===== config.mk =====
export PLATFORM = sky130hd
export DESIGN_NAME = mips_instr_encoder
export DESIGN_NICKNAME = d
export VERILOG_FILES = /design/src/rtl/mips_instr_encoder.sv
export SDC_FILE = /design/constraint.sdc
export NUM_CORES = 1
export LEC_CHECK = 0
export ABC_AREA = 1
export CAP_MARGIN = 30
export CORE_ASPECT_RATIO = 1.4
export CORE_MARGIN = 2
export CORE_UTILIZATION = 38
export DETAILED_ROUTE_END_ITERATION = 16
export PLACE_DENSITY = 0.77
export SLEW_MARGIN = 20
export SYNTH_ARGS = -nofsm -noshare
export SYNTH_HDL_FRONTEND = slang
export SYNTH_SLANG_ARGS = --single-unit

===== constraint.sdc =====
create_clock -name clk -period 1.3 [get_ports clk]
set_input_delay 0.39 -clock clk [delete_from_list [all_inputs] [get_ports clk]]
set_output_delay 0.39 -clock clk [all_outputs]
set_load 0.02 [all_outputs]

===== src/rtl/mips_instr_encoder.sv =====
// mips_instr_encoder: packs mnemonic + fields into 32-bit MIPS words and writes them to imem sequentially
//   clk, rst_n             clock, async active-low reset
//   clear                  sync restart of pointer and sticky error
//   in_valid/in_ready      field-bundle handshake
//   mnem, rs, rt, rd, shamt, funct, imm, target   instruction fields
//   imem_we/addr/wdata     one-cycle imem write port
//   word_count, full       words written, pointer at DEPTH
//   err, err_sticky        illegal-mnemonic pulse and latched flag
module mips_instr_encoder #(
  parameter int ADDR_W = 8,
  parameter int DEPTH  = 256
) (
  input  logic              clk,
  input  logic              rst_n,
  input  logic              clear,
  input  logic              in_valid,
  output logic              in_ready,
  input  logic [3:0]        mnem,
  input  logic [4:0]        rs,
  input  logic [4:0]        rt,
  input  logic [4:0]        rd,
  input  logic [4:0]        shamt,
  input  logic [5:0]        funct,
  input  logic [15:0]       imm,
  input  logic [25:0]       target,
  output logic              imem_we,
  output logic [ADDR_W-1:0] imem_addr,
  output logic [31:0]       imem_wdata,
  output logic [ADDR_W:0]   word_count,
  output logic              full,
  output logic              err,
  output logic              err_sticky
);
  typedef enum logic {IDLE, WRITE} state_t;
  state_t state;
  logic [5:0] op;
  logic [31:0] enc;
  logic fire, legal;
  assign full = word_count == (ADDR_W+1)'(DEPTH);
  assign in_ready = state == IDLE && !full;
  assign fire = in_valid && in_ready;
  assign legal = !mnem[3];
  always_comb begin
    op = mnem == 4'd1 ? 6'd35 :
         mnem == 4'd2 ? 6'd43 :
         mnem == 4'd3 ? 6'd4  :
         mnem == 4'd4 ? 6'd2  :
         mnem == 4'd5 ? 6'd3  :
         mnem == 4'd6 ? 6'd8  :
         mnem == 4'd7 ? 6'd13 : 6'd0;
    enc = mnem == 4'd0 ? {6'd0, rs, rt, rd, shamt, funct} :
          (mnem == 4'd4 || mnem == 4'd5) ? {op, target} : {op, rs, rt, imm};
  end
  always_ff @(posedge clk or negedge rst_n) begin
    if (!rst_n) begin
      state      <= IDLE;
      imem_we    <= 1'b0;
      imem_addr  <= '0;
      imem_wdata <= '0;
      word_count <= '0;
      err        <= 1'b0;
      err_sticky <= 1'b0;
    end else if (clear) begin
      state      <= IDLE;
      imem_we    <= 1'b0;
      word_count <= '0;
      err        <= 1'b0;
      err_sticky <= 1'b0;
    end else begin
      err <= fire && !legal;
      if (fire && !legal) err_sticky <= 1'b1;
      if (state == WRITE) begin
        state      <= IDLE;
        imem_we    <= 1'b0;
        word_count <= word_count + 1'b1;
      end else if (fire && legal) begin
        state      <= WRITE;
        imem_we    <= 1'b1;
        imem_addr  <= word_count[ADDR_W-1:0];
        imem_wdata <= enc;
      end
    end
  end
endmodule

==> qor.txt <==
status = finished, violations left
violated checks = negative setup slack
final period utilization = 139.2%
Gate power share = 41.6%
chip width = 78.23 µm
DR top layer = met4
Crit-path slowest cell = dfrtp_2
CP Launch Type = flop
PortBufs = 128
post-DR vias/cell = 5.068
register area share after synthesis = 44.39%
vias in the first global route = 3477
Final setup viols = 58
area grow syn2layout = 87.62%
largest net degree at the start of global routing = 28
Switch Pwr = 0.001813 W
Power Density = 938.6 nW/µm²
residual DRC count = 0
final wirelength = 11760 µm
CP arrival = 1.42 ns
Initial Util = 39.58%
setup_tns = -21.21 ns
DRT iter0 DRCs = 353
Pins Over Slew Limit = 0
final worst path period need = 1.809 ns
Clock power frac = 18.8%
DR WL met3 = 581 µm
total gr overflow = 0
Clock Sinks = 52
register bit total from synthesis = 52
overall routing resource usage = 23.49%
syn nets = 515
crit-path max cell delay = 0.42 ns
FP Rows = 37
WP data required = 0.91 ns
synth warn = 0
M1 WL = 4285 µm
antenna-violating nets left = 0
Pre-antenna DRT Iters = 5
final number of hold-violating endpoints = 0
Reg power frac = 39.6%
Distinct cells, synth = 21
Clk pin slew, worst setup/hold paths = 0.09 ns
critical path cell sequence = inv_2 -> ha_4 -> nand2_4 -> inv_2 -> nand2_2 -> nor2_4 -> nor2_4 -> buf_6
Inserted Clock Buffers = 5
CTS Buffer Depth = 2
first-pass GRT wire length = 15790 µm
Max-Cap Viols = 0
Routed WL per cell = 16.24 µm
Final nets = 705
later-pin clock latency in the skew report = 0.31 ns
initial antenna violation count = 0
worst ir drop on vdd = 478.4 µV
syn avg cell area = 6.708 µm²
Setup Skew = 0.01349 ns
Crit Path Class = reg -> out
P_int = 0.003349 W
Core ar. = 7407 µm²
setup ws final = -0.5091 ns
IO Count = 130
Max Freq = 552.8 MHz
leak pwr = 2.926 nW
dpl hpwl = 6683 µm
Switching Fraction = 35.12%
die area = 8443 µm²
ANT cells = 0
pre-CTS setup slack = -0.5716 ns
synthesized area = 2932 µm²
CTS tree = done
Syn Inst Count = 437
unrepaired setup endpoints after global routing = true
H-tree depth = 2
layout cells sized above 1 = 37.96%
root buffer cell = clkbuf_8
Die Y-Extent = 107.9 µm
Hold Path Class = reg -> reg
Final GP Congestion = 0.8766
Crit. End Element = primary output
worst-path fanout max = 2
Met2 Routed Length = 6473 µm
via count = 3669
[synth_stat cells (all sizes together)]
| cell type | count | area share (%) |
|---|---|---|
| dfrtp | 52 | 44 |
| conb | 1 | 0.13 |
| nand3 | 64 | 12 |
| buf | 16 | 3.1 |
| ha | 2 | 0.85 |
| nand4 | 3 | 0.85 |
| nor2 | 22 | 3.0 |
| inv | 59 | 7.6 |
| nand2 | 200 | 26 |
| clkbuf | 4 | 0.51 |
| nor3 | 3 | 0.51 |
| a21oi | 4 | 0.68 |
| o21ai | 7 | 1.2 |
[cells in the final DEF, fill, tap and decap left out, types with 2 or more instances in the layout]
| cell type | synthesis | final |
|---|---|---|
| a21oi_1 | 4 | 2 |
| buf_12 | 0 | 13 |
| buf_16 | 0 | 2 |
| buf_2 | 13 | 26 |
| buf_4 | 2 | 46 |
| buf_6 | 1 | 39 |
| clkbuf_8 | 0 | 6 |
| clkdlybuf4s50_1 | 0 | 73 |
| dfrtp_1 | 52 | 50 |
| dfrtp_2 | 0 | 2 |
| ha_4 | 0 | 2 |
| inv_1 | 54 | 47 |
| inv_2 | 5 | 10 |
| nand2_1 | 199 | 136 |
| nand2_2 | 1 | 44 |
| nand2_4 | 0 | 20 |
| nand3_1 | 62 | 59 |
| nand3_2 | 1 | 2 |
| nand3_4 | 1 | 3 |
| nand4_1 | 2 | 2 |
| nor2_1 | 20 | 12 |
| nor2_4 | 0 | 9 |
| nor3_4 | 0 | 2 |
| o21ai_0 | 7 | 2 |
| o21ai_1 | 0 | 3 |
| o21ai_2 | 0 | 2 |
[critical path: cells and delay by family, from the launching register on]
family | cells | cell delay [ns]
flops | 1 | 0.42
buf+inv | 3 | 0.27
simple gates | 4 | 0.27
fa+ha+maj | 1 | 0.14
[layout make-up]
cell class | instances | area (µm²)
Clock buffer | 6 | 82.58
Clock inverter | 1 | 8.758
Fill cell | 518 | 1907
Inverter | 59 | 225.2
Multi-Input combinational cell | 306 | 1739
Sequential cell | 52 | 1304
Tap cell | 97 | 121.4
Timing Repair Buffer | 203 | 2019
[per-layer routing]
layer  vias to the layer above  GRT usage (%)
met3                        38          2.768
met5                         -              0
met4                         0          11.28
li1                       1703              -
met2                       193          43.66
met1                      1735          26.40
[kinds of logic after synthesis]
kind of cell	share of synthesized area, %
buf+inv	11.18
fa+ha+maj	0.8535
simple gates	41.57
other cells	0.1279
flops	44.39
compound gates	1.878
[worst paths after layout]
path / start / to / slack [ns] / depth (start not counted)
max: word_count[0] / in_ready / -0.51 / 8
min: imem_wdata[3] / imem_wdata[3] / 0.48 / 2
max reg2reg: word_count[0] / imem_addr[0] / -0.51 / 14
min reg2reg: imem_wdata[3] / imem_wdata[3] / 0.48 / 2
max in group asynchronous: rst_n / imem_addr[6] / 0.34 / 3
min in group asynchronous: rst_n / word_count[4] / 0.52 / 2
[power groups by stage]
stage / clock, W / sequential [W] / combinational, W
after global placement: 0 / 0.00198 / 0.00169
after detailed placement: 0 / 0.00199 / 0.00173
after CTS: 0.000961 / 0.00196 / 0.00178
after global routing: 0.00104 / 0.00207 / 0.00228
final: 0.000971 / 0.00204 / 0.00215
after floorplan: 0 / 0.00228 / 0.000448
[registers in the layout, indices dropped and copies added, names as in the netlist]
| register | count |
|---|---|
| word_count | 9 |
| imem_wdata | 31 |
| state | 1 |
| imem_we | 1 |
| imem_addr | 8 |
| err | 1 |
| err_sticky | 1 |
[through the flow]
stage          hold slack (ns)  cell area, µm²  util (%)  total power [W]  std cells
6_report                0.4806            5500     74.26         0.005163        724
5_1_grt                 0.5079            5500     74.26         0.005381        724
4_1_cts                 0.4752            4905     66.22         0.004693        711
3_5_place_dp            0.3170            4705     63.51         0.003718        687
3_3_place_gp            0.3105            4705     63.51         0.003675        687
2_1_floorplan          0.09441            3000         -         0.002723        437
[what timing repair did]
item / in CTS / in global routing
hold buffers: 1 / 0
buffers inserted: 15 / 19
resized for setup: 266 / 159
setup endpoints to repair: 103 / 64
cloned: 4 / 4
endpoints found under the hold margin: 10 / 0
pin swaps: 7 / 21
Note: power is estimated with default switching activity, not from simulation.
